File: config.mk
export PLATFORM = sky130hd
export DESIGN_NAME = df_network_quiescence_monitor
export DESIGN_NICKNAME = d
export VERILOG_FILES = /design/src/rtl/df_pkg.sv /design/src/rtl/df_actor_busy_tracker.sv /design/src/rtl/df_network_quiescence_monitor.sv
export SDC_FILE = /design/constraint.sdc
export NUM_CORES = 1
export LEC_CHECK = 0
export ABC_CLOCK_PERIOD_IN_PS = 2100
export CORE_MARGIN = 1.5
export CORE_UTILIZATION = 43
export DETAILED_ROUTE_END_ITERATION = 16
export PLACE_DENSITY = 0.81
export RECOVER_POWER = 50
export REMOVE_ABC_BUFFERS = 1
export SETUP_SLACK_MARGIN = 0.15
export SYNTH_ARGS = -nofsm -noshare
export SYNTH_HDL_FRONTEND = slang
export SYNTH_SLANG_ARGS = --single-unit
File: constraint.sdc
create_clock -name ap_clk -period 2.1 [get_ports ap_clk]
set_input_delay 0.315 -clock ap_clk [delete_from_list [all_inputs] [get_ports ap_clk]]
set_output_delay 0.315 -clock ap_clk [all_outputs]
set_load 0.01 [all_outputs]
File: src/rtl/df_pkg.sv
// Shared definitions for the dataflow network scheduler and its per-actor controllers.
// Holds the network FSM state encoding and the df_controller return codes.
package df_pkg;

  // Network-level scheduler states
  typedef enum logic [1:0] {
    IDLE  = 2'd0,
    RUN   = 2'd1,
    DRAIN = 2'd2,
    DONE  = 2'd3
  } state_t;

  // df_controller return codes reported through the actor ap_return
  localparam logic [31:0] RETURN_IDLE          = 32'd0;
  localparam logic [31:0] RETURN_WAIT_INPUT    = 32'd1;
  localparam logic [31:0] RETURN_WAIT_OUTPUT   = 32'd2;
  localparam logic [31:0] RETURN_WAIT_GUARD    = 32'd3;
  localparam logic [31:0] RETURN_NOT_EXECUTED  = 32'd4;
  localparam logic [31:0] RETURN_EXECUTED      = 32'd5;

endpackage

File: src/rtl/df_actor_busy_tracker.sv
// Busy flag for a single actor: set by its start, cleared by its done.
// Ports: ap_clk/ap_rst clock and async active-high reset; start, done from the
// controller and actor core; busy registered flag.
module df_actor_busy_tracker (
  input  logic ap_clk,
  input  logic ap_rst,
  input  logic start,
  input  logic done,
  output logic busy
);

  // Start wins over done: a same-cycle done+start is a back-to-back invocation
  always_ff @(posedge ap_clk or posedge ap_rst) begin
    if (ap_rst) busy <= 1'b0;
    else        busy <= start | (busy & ~done);
  end

endmodule

File: src/rtl/df_network_quiescence_monitor.sv
// Network-level scheduler for a set of df_controller/actor pairs.
// Broadcasts a level start to all controllers, tracks actor busy state and
// firings, detects quiescence and completes the ap_ctrl_hs handshake.
// Ports:
//   ap_clk, ap_rst                 clock, async active-high reset
//   ap_start/ap_done/ap_idle/ap_ready  host handshake
//   net_start                      level start broadcast to every controller
//   actor_start/actor_done         per-actor invocation start and completion
//   actor_fired                    per-actor "executed" completion pulse
//   fifo_not_empty                 per-actor input data available
//   others_executing               bit i = any actor other than i is busy
module df_network_quiescence_monitor
  import df_pkg::*;
#(
  parameter int unsigned NUM_ACTORS     = 4,
  parameter int unsigned QUIESCE_CYCLES = 8
) (
  input  logic                  ap_clk,
  input  logic                  ap_rst,
  input  logic                  ap_start,
  output logic                  ap_done,
  output logic                  ap_idle,
  output logic                  ap_ready,
  output logic                  net_start,
  input  logic [NUM_ACTORS-1:0] actor_start,
  input  logic [NUM_ACTORS-1:0] actor_done,
  input  logic [NUM_ACTORS-1:0] actor_fired,
  input  logic [NUM_ACTORS-1:0] fifo_not_empty,
  output logic [NUM_ACTORS-1:0] others_executing
);

  localparam int unsigned      QCNT_W   = $clog2(QUIESCE_CYCLES + 1);
  localparam logic [QCNT_W-1:0] QCNT_MAX = QCNT_W'(QUIESCE_CYCLES);

  state_t              state_q, state_d;
  logic [NUM_ACTORS-1:0] busy;
  logic [QCNT_W-1:0]   qcnt_q, qcnt_d;
  logic                fired_q, fired_d;
  logic                act_c;

  // One busy flop per actor
  for (genvar i = 0; i < NUM_ACTORS; i++) begin : g_busy
    df_actor_busy_tracker u_trk (
      .ap_clk (ap_clk),
      .ap_rst (ap_rst),
      .start  (actor_start[i]),
      .done   (actor_done[i]),
      .busy   (busy[i])
    );
  end

  // Each controller sees whether any other actor is mid-invocation
  if (NUM_ACTORS == 1) begin : g_single
    assign others_executing = '0;
  end else begin : g_multi
    always_comb begin
      others_executing = '0;
      for (int i = 0; i < NUM_ACTORS; i++) begin
        others_executing[i] = |(busy & ~(NUM_ACTORS'(1) << i));
      end
    end
  end

  assign act_c = (|actor_fired) | (|fifo_not_empty);

  // Next state, quiescence count and drain-fire flag
  always_comb begin
    state_d = state_q;
    fired_d = fired_q;
    qcnt_d  = '0;
    // qcnt_d includes the current cycle, so reaching the max means this is
    // the last quiet cycle required
    if (state_q == RUN && !act_c) begin
      qcnt_d = (qcnt_q == QCNT_MAX) ? qcnt_q : qcnt_q + QCNT_W'(1);
    end
    case (state_q)
      IDLE: begin
        fired_d = 1'b0;
        if (ap_start) state_d = RUN;
      end
      RUN: begin
        fired_d = 1'b0;
        if (qcnt_d == QCNT_MAX) state_d = DRAIN;
      end
      DRAIN: begin
        // New data or a firing during drain restarts the network; a firing
        // seen this cycle also blocks the DONE exit until it is acted on
        if ((|fifo_not_empty) || fired_q) begin
          state_d = RUN;
          fired_d = 1'b0;
        end else if (|actor_fired) begin
          fired_d = 1'b1;
        end else if (busy == '0) begin
          state_d = DONE;
        end
      end
      DONE:    state_d = IDLE;
      default: state_d = IDLE;
    endcase
  end

  // State, counters and registered handshake outputs
  always_ff @(posedge ap_clk or posedge ap_rst) begin
    if (ap_rst) begin
      state_q   <= IDLE;
      qcnt_q    <= '0;
      fired_q   <= 1'b0;
      ap_idle   <= 1'b1;
      ap_done   <= 1'b0;
      ap_ready  <= 1'b0;
      net_start <= 1'b0;
    end else begin
      state_q   <= state_d;
      qcnt_q    <= qcnt_d;
      fired_q   <= fired_d;
      ap_idle   <= (state_d == IDLE);
      ap_done   <= (state_d == DONE);
      ap_ready  <= (state_d == DONE);
      net_start <= (state_d == RUN);
    end
  end

endmodule

* Word-level counts from Yosys, hierarchy flattened
Index checks and enable logic that the tools add are counted.
** Word-level totals
- Register bits after elaboration :: 14
- Bits of input ports :: 19
- Output and inout bits :: 8
- Logic and storage cells :: 58
** Operators by class
- Add/subtract/negate cells :: 1
- Eq/ne operators :: 8
- Muxes and demuxes :: 11
- Bitwise gates (word level) :: 13
- Reduce and logical (&&, ||, !) cells :: 15
** Operator list (count)
- $reduce_or 3->1 :: 4
- $mux 2 :: 5
- $eq 4x4->1 const B :: 2
- $mux 4 :: 2
- $pmux 2 s4 :: 1
- $reduce_or 4->1 :: 2
- $eq 2x2->1 const B :: 3
- $or 1x1->1 :: 5
- $add 4x1->4 const B :: 1
- $and 1x1->1 :: 4
- $eq 2x1->1 const B :: 2
- $logic_not 2->1 :: 2
- $logic_not 4->1 :: 1
- $not 1->1 :: 4
- $ne 3x3->1 const B :: 1
- $mux 1 :: 2
- $pmux 1 s2 :: 1
- $reduce_and 2->1 :: 1
- $reduce_bool 2->1 :: 1
- $reduce_or 2->1 :: 1
- $logic_and 1x1->1 :: 1
- $logic_not 1->1 :: 1
- $logic_or 1x1->1 :: 1

* Depth between registers and ports, before layout
Gate-level depths: netlist of the first run.
- Depth after elaboration :: 9
- Depth in mapped cells :: 6
- Gate-level depth less buffers :: 6

* Modules after synthesis
Synthesis of the first run repeated with hierarchy kept, for this count alone.
** Unflattened totals
- Cells, all modules :: 78
- Area total of the unflattened synthesis :: 748.2 µm²
** Modules (own cells, without submodules)
- df_network_quiescence_monitor :: times used 1, cells an instance 62, area an instance 588.1 µm²
- df_actor_busy_tracker :: times used 4, cells an instance 4, area an instance 40.0 µm²

* Least setup slack after synthesis of the first run
Ideal clock, no wire load.
- Kind :: flip-flop to flip-flop
- From :: reg qcnt_q[0]
- To :: reg state_q[0]
- Setup time :: 134 ps
- Arrival time :: 1455 ps
- Setup slack :: 511 ps
- Cell stages (with the launch flop) :: 7
- Buffers on the path :: 0
- Path through :: dfrtp_1 > inv_1 > ha_1 > nand2_1 > o31a_1 > a2111oi_2 > o21ai_0
** On the way
- Word-level cells in the longest chain between the ends :: 6
- Elaborated cells on any way between the ends :: 7
- Classes of those cells :: 1 x add/sub; 2 x eq/ne; 4 x mux
** Ends and longest elaborated chain
- start, declared :: line df_network_quiescence_monitor.sv:37 : logic [QCNT_W-1:0] qcnt_q, qcnt_d;
- start signal, assigned :: line df_network_quiescence_monitor.sv:114 : qcnt_q <= qcnt_d;
- $add 4x1->4 or $eq 4x4->1 (tied branches) :: line df_network_quiescence_monitor.sv:74 : qcnt_d = (qcnt_q == QCNT_MAX) ? qcnt_q : qcnt_q + QCNT_W'(1);
- $mux 4 * :: line df_network_quiescence_monitor.sv:74
- $mux 4 * :: line df_network_quiescence_monitor.sv:73 : if (state_q == RUN && !act_c) begin
- $eq 4x4->1 * :: line df_network_quiescence_monitor.sv:83 : if (qcnt_d == QCNT_MAX) state_d = DRAIN;
- $mux 2 * :: line df_network_quiescence_monitor.sv:83
- $pmux 2 s4 * :: line df_network_quiescence_monitor.sv:76 : case (state_q)
- net state_d[0] :: line df_network_quiescence_monitor.sv:35 : state_t state_q, state_d;
- end signal, assigned :: line df_network_quiescence_monitor.sv:113 : state_q <= state_d;
- end, declared :: line df_network_quiescence_monitor.sv:35
Mark *: on every way through the listed nets, which the timed path passes. The rest lies on a longest branch.
A chain may end at the register's enable or synchronous reset.

* Final worst setup path of the first run
- From :: reg g_busy[1].u_trk.busy
- To :: out others_executing[0]
** On the way
- Word-level cells in the longest chain between the ends :: 1
** Ends and longest elaborated chain
- start, declared :: line df_actor_busy_tracker.sv:9 : output logic busy
- start signal, assigned :: line df_actor_busy_tracker.sv:15 : else busy <= start | (busy & ~done);
- $reduce_or 3->1 :: line df_network_quiescence_monitor.sv:59 : others_executing[i] = |(busy & ~(NUM_ACTORS'(1) << i));
- end, declared :: line df_network_quiescence_monitor.sv:29 : output logic [NUM_ACTORS-1:0] others_executing
Every way passes these cells.

==> results of run 1 <==
per-stage QoR:
stage	instance area, µm²	total power [mW]
detailed placement	1020	0.348
global route	1060	0.560
global placement	1020	0.346
finish	1060	0.535
CTS	1060	0.545
floorplan	739	0.302
power by group through the flow:
stage               sequential (mW)  combinational [mW]  clock, mW
floorplan                     0.285              0.0171          0
global route                  0.283              0.0644      0.213
CTS                           0.281              0.0613      0.202
global placement              0.286              0.0598          0
finish                        0.281              0.0582      0.196
detailed placement            0.287              0.0611          0
routing by layer:
layer  GRT usage, %  routed length, µm  up-vias
met2           28.1                720       19
met5              0                  0        -
met1           20.3                592      284
met4           9.09                 27        0
li1               -                  -      306
met3           4.49                 68        4
kinds of logic (layout without fill, tap and decap cells):
| kind of cell | after synthesis | count (layout) |
|---|---|---|
| and+or+nand+nor | 28 | 28 |
| buffers and inverters | 10 | 39 |
| DFF | 14 | 14 |
| adders and majority gates | 2 | 2 |
| AOI/OAI and AO/OA | 15 | 15 |
| xor gates and xnor gates | 2 | 2 |
how the worst max path moves through the flow:
stage,start,cells past startpoint,slack (ns),to
after floorplan,qcnt_q[0],6,0.51,state_q[0]
after global placement,actor_fired[1],5,0.24,state_q[0]
after detailed placement,fifo_not_empty[1],5,0.13,state_q[0]
after CTS,g_busy[2].u_trk.busy,2,0.20,others_executing[1]
after global routing,g_busy[1].u_trk.busy,2,0.17,others_executing[2]
final,g_busy[1].u_trk.busy,2,0.22,others_executing[0]
cell usage in the layout, fill, tap and decap left out, types with 2 or more instances in the layout:
| cell | n |
|---|---|
| o21ai_0 | 2 |
| clkbuf_4 | 3 |
| a21o_1 | 4 |
| ha_1 | 2 |
| dfrtp_1 | 13 |
| clkdlybuf4s50_1 | 20 |
| nor2_1 | 5 |
| inv_1 | 9 |
| nand3b_1 | 2 |
| a21oi_1 | 4 |
| or3_1 | 4 |
| dlygate4sd3_1 | 5 |
| nand3_1 | 3 |
| nand2_1 | 3 |
| nand2b_1 | 3 |
| nor4_4 | 2 |
registers in the layout, indices dropped and copies added (netlist names):
signal	count
fired_q	1
g_busy.u_trk.busy	4
state_q	2
ap_ready	1
net_start	1
ap_idle	1
qcnt_q	4
cell type report:
class                   instances  share of cell area, %
multi-input cells              47                   33.5
flip-flops and latches         14                   33.2
repair buffers                 26                   24.8
clock buffers                   4                   3.43
inverters                       9                   3.19
well taps                      16                   1.89
==> flow_metrics.tcl, run 1 <==
set metrics [dict create \
    cts_made_buffers 3 \
    critPathCaptureType "output port" \
    slew_headroom_pct 65.2 \
    regArea_um2 352 \
    yosys_warnings 0 \
    cap_violations 0 \
    power.density_nw_per_um2 506 \
    synth_top_area_cell "dfrtp_1" \
    post-route-worst-setup-slack_ns 0.224 \
    post-synth-top-count-cell "dfrtp_1" \
    cp_slowest_cell "clkdlybuf4s50_1" \
    hold-worst-slack_ns 0.495 \
    root_buffer "clkbuf_4" \
    worst_slew_pin_slew_ns 0.521 \
    chipHeight_um 44.7 \
    pin_count 27 \
    seqPwrFrac_pct 52.5 \
    finalSetupTns_ns 0 \
    fp.coreArea_um2 1560 \
    yosys-top-cells-area "dfrtp_1 (44%), nor4_4 (5.7%), inv_1 (4.5%)" \
    avgSynthCellArea_um2 10.5 \
    cts_resized 0 \
    cp_top_family "buffers and inverters" \
    cts_hold_buf 0 \
    finalNonFillerCells 116 \
    start_util_pct 47.9 \
    cp_max_fo 5 \
    fmax_mhz 533 \
    outcome "completed" \
    drtIter0Drc 4 \
    synth_cell_types 28 \
    post-route-util_pct 67.9 \
    die-area_um2 2000 \
    clk_pin_slew_ns 0.09 \
    clock_skew_ns 0.00986 \
    arrival_ns 1.56 \
    combPwrFrac_pct 10.9 \
    routed_wl_mm 1.41 \
    p_switching_mw 0.117 \
    htree_levels 1 \
    place_inst 112 \
    r2r-end "state_q[0]" \
    vias 613 \
    slowest_delay_ns 0.48 \
    multi_input_area_um2 354 \
    slew_viol_final 0 \
    min_path_type "input port to asynchronous set/reset pin" \
    cts_tree "built" \
    r2r_slack_ns 0.33 \
    syn_inst 71 \
    synth_top_family_by_area "simple AND/OR/NAND/NOR gates" \
    rr_startpoint "qcnt_q[0]" \
    synth-seq-cells 14 \
    insertedDiodeCount 0 \
    grt_pass1_vias 580 \
    grt_max_degree 15 \
    yosysTopAreaCellShare_pct 43.6 \
    cp_cell_sequence "or3_1 -> clkdlybuf4s50_1" \
    synth-edff-count 0 \
    rsz0062_at_grt "no" \
    clockBufferDepth 2 \
    gp_congestion 0.743 \
    syn_area_um2 747 \
    antenna_left 0 \
    synth_mux_area_share_pct 0 \
    grt_pass1_wl_mm 2.42 \
    dp_slack_ns 0.130 \
    grt_util_all_layers_pct 17.1 \
    nNetsFinal 122 \
    setup_viol 0 \
    cts_setup_buffers 0 \
    synth-compound-area-share_pct 14.7 \
    synthToLayoutAreaGrowth_pct 41.7 \
    finalCritPeriodShare_pct 89.3 \
    vdd_drop_max_uv 359 \
    reg2regPathDepth 6 \
    clkPwrFrac_pct 36.6 \
    grt_overflow_total 0 \
    crit_buf_inv 1 \
    drc_errors 0 \
    cp-start-kind "flop" \
    yosys.area_share.simple_pct 27.0 \
    routed_via_density 5.28 \
    portBuffers 26 \
    die_x_um 44.7 \
    critPathKind "flop to output port" \
    worst_ep_required_time_ns 1.78 \
    rows 14 \
    p_int_mw 0.419 \
    wl_per_cell_um 12.1 \
    yosysSeqAreaShare_pct 47.1 \
    first_pass_iters 3 \
    drive_above_1_share_pct 11.0 \
    ys_async_sr_fraction_pct 100 \
    clk_latency_ns 0.28 \
    fillerInstances 117 \
    synth_commonest_cells "dfrtp_1 (13), inv_1 (9), nor2_1 (5)" \
    synth_adder_area_share_pct 3.35 \
    period_needed_ns 1.88 \
    synth_ff_type "dfrtp_1" \
    antenna_found_initial 0 \
    leakagePower_nw 0.466 \
    hold_violations 0 \
    sw_frac_of_total_pct 21.8 \
    synth_xor_area_share_pct 2.35 \
    clock-sinks 14 \
]
Power figures use the tool's default switching activity.
==> run 2: changes to the inputs <==
- PLACE_DENSITY: 0.81 -> 0.77
- SYNTH_HIERARCHICAL: default -> 1
==> run 2 against run 1 <==
Compared with the run above: the run now ends with design-rule violations left; setup slack lost 0.052 ns; cell area rose by 3.3%; sequential power is essentially flat; clock skew shrank 0.0093 ns; sequential share of layout area down 1.1 points; synthesized cell count grew 9.9%; area after synthesis increased by 0.17%; critical path depth increased by 3; count of clock-buffer cells in the layout did not move; global-route usage up 1.7 points; hold slack lost 0.084 ns; critical endpoint is now ap_ready; largest power group unchanged.
==> flow_metrics.tcl, run 2 <==
set metrics [dict create \
    cts_made_buffers 3 \
    crit_path_start "actor_fired[1]" \
    slew_headroom_pct 69.1 \
    avgSynthCellArea_um2 9.59 \
    vias 668 \
    grt_max_degree 11 \
    die_x_um 44.7 \
    chipHeight_um 44.7 \
    start_util_pct 48.0 \
    synth_cell_types 31 \
    slew_viol_final 0 \
    syn_inst 78 \
    synth-seq-cells 14 \
    grt_overflow_total 0 \
    crit_buf_inv 1 \
    root_buffer "clkbuf_4" \
    min_path_type "input port to asynchronous set/reset pin" \
    die-area_um2 2000 \
    clock-sinks 14 \
    post-synth-top-count-cell "dfrtp_1" \
    grt_pass1_vias 628 \
    first_pass_iters 10 \
    finalNonFillerCells 124 \
    setup_viol 0 \
    cp_max_fo 4 \
    cap_violations 0 \
    cp_slowest_cell "or4_1" \
    rr_startpoint "qcnt_q[0]" \
    yosys-top-cells-area "dfrtp_1 (43%), inv_1 (6.0%), a21o_1 (5.0%)" \
    antenna_left 0 \
    yosysSeqAreaShare_pct 47.0 \
    clockBufferDepth 2 \
    gp_congestion 0.787 \
    leakagePower_nw 0.468 \
    nNetsFinal 130 \
    clock_skew_ns 0.000561 \
    cp_top_family "simple AND/OR/NAND/NOR gates" \
    ys_async_sr_fraction_pct 100 \
    hold_violations 0 \
    hold-worst-slack_ns 0.411 \
    reg2regPathDepth 6 \
    synth_commonest_cells "dfrtp_1 (13), inv_1 (12), nor2_1 (6), a21o_1 (5), or3_1 (5)" \
    final_cell_mix "clkdlybuf4s50_1 (20), dfrtp_1 (13), inv_1 (11), nor2_1 (6)" \
    pin_count 27 \
    dp_hpwl_mm 1.16 \
    fmax_mhz 519 \
    synth_ff_type "dfrtp_1" \
    synth-edff-count 0 \
    reg.largest.list "g_busy.u_trk/busy x4, qcnt_q x4, state_q x2" \
    clk_pin_slew_ns 0.08 \
    fp.coreArea_um2 1560 \
    synth_top_area_cell "dfrtp_1" \
    vdd_drop_max_uv 328 \
    period_needed_ns 1.93 \
    rsz0062_at_grt "yes" \
    wl_per_cell_um 12.6 \
    finalCritPeriodShare_pct 91.8 \
    place_inst 119 \
    syn_area_um2 748 \
    layout_commonest_cell "clkdlybuf4s50_1" \
    critPathKind "input port to flop" \
    outcome "finished with violations" \
    rows 14 \
    cp-start-kind "input port" \
    grt_pass1_wl_mm 2.69 \
    yosysTopAreaCellShare_pct 43.5 \
    routed_wl_mm 1.56 \
    violations "design-rule violations" \
    power_mw 0.496 \
    worst_ep_required_time_ns 2.31 \
    slowest_delay_ns 0.52 \
    antenna_found_initial 0 \
    clk_latency_ns 0.27 \
    worst_slew_pin_slew_ns 0.462 \
    grt_util_all_layers_pct 18.8 \
    insertedDiodeCount 0 \
    r2r-end "ap_ready" \
    drive_above_1_share_pct 15.7 \
    synthToLayoutAreaGrowth_pct 46.2 \
    r2r_slack_ns 0.18 \
    htree_levels 1 \
    critPathCaptureType "flop" \
    drc_errors 2 \
    yosys_warnings 6 \
    routed_via_density 5.39 \
    cts_tree "built" \
    drtIter0Drc 10 \
    portBuffers 26 \
    power.density_nw_per_um2 453 \
    cp_cell_sequence "clkdlybuf4s50_1 -> or4_1 -> or3_4 -> a2111o_1 -> a21oi_2" \
    arrival_ns 2.14 \
]
==> run 2: changes by cell type after synthesis, moves of 2 or more <==
cell | before | now
clkbuf_1 | 0 | 2
nor4_1 | 1 | 3
nor4_4 | 2 | 0
inv_1 | 9 | 12
==> run 2: what timing repair did <==
| item | CTS | global route |
|---|---|---|
| endpoints found under the setup margin | 4 | 5 |
| cloned | 0 | 0 |
| gates resized for setup | 3 | 4 |
| hold buffers | 0 | 0 |
| pin swaps | 1 | 2 |
| buffers inserted | 1 | 0 |
==> run 2: cells by family (layout without fill, tap and decap cells) <==
family                   count (synthesis)  count (layout)  share of synthesized area (%)
AND/OR/NAND/NOR                         29              29                           22.7
buffers and inverters                   16              46                           8.70
AO/OA/AOI/OAI                           15              15                           15.9
flip-flops                              14              14                           47.0
adder cells (fa/ha/maj)                  2               2                           3.34
XOR/XNOR                                 2               2                           2.34
==> run 2: per-stage QoR <==
step / utilization, % / area, µm² / TNS (ns) / setup WS (ns)
after CTS: 69.7 / 1090 / 0 / 0.174
after floorplan: - / 728 / 0 / 0.133
after detailed placement: 66.1 / 1030 / -0.646 / -0.192
final: 70.1 / 1090 / 0 / 0.172
after global routing: 70.1 / 1090 / 0 / 0.110
after global placement: 66.1 / 1030 / -0.507 / -0.162
==> run 2: worst register-to-register path, delay by kind of cell (launching register included) <==
family	cells	cell delay (ns)
buffers and inverters	1	0.07
DFF	1	0.42
and+or+nand+nor	2	0.56
adders and majority gates	1	0.19
AOI/OAI and AO/OA	2	0.60
==> run 2: where the power goes <==
part / internal [mW] / switching [mW]
clock network: 0.0736 / 0.0847
logic: 0.0381 / 0.0180
registers: 0.275 / 0.00640
total: 0.387 / 0.109
==> run 2: per-layer routing <==
metal	wire (µm)	GRT usage, %	up-vias	share of wire [%]
met5	0	0	-	0
met2	775	29.6	29	50
met1	687	24.7	307	44
met4	13	9.09	0	0.83
met3	86	4.00	2	5.5
li1	-	-	330	-
==> run 2: worst max path at each step <==
stage	cells past startpoint	slack, ns	end
after CTS	6	0.17	ap_ready
after global routing	6	0.11	ap_ready
after floorplan	6	0.13	ap_ready
after detailed placement	5	-0.19	state_q[0]
final	5	0.17	ap_ready
after global placement	5	-0.16	ap_ready
==> run 2: layout make-up <==
type / instances / area (µm²)
Sequential cell: 14 / 352
Multi-Input combinational cell: 48 / 358
Tap cell: 16 / 20.0
Inverter: 12 / 45.0
Clock buffer: 4 / 26.3
Fill cell: 125 / 465
Timing Repair Buffer: 30 / 293
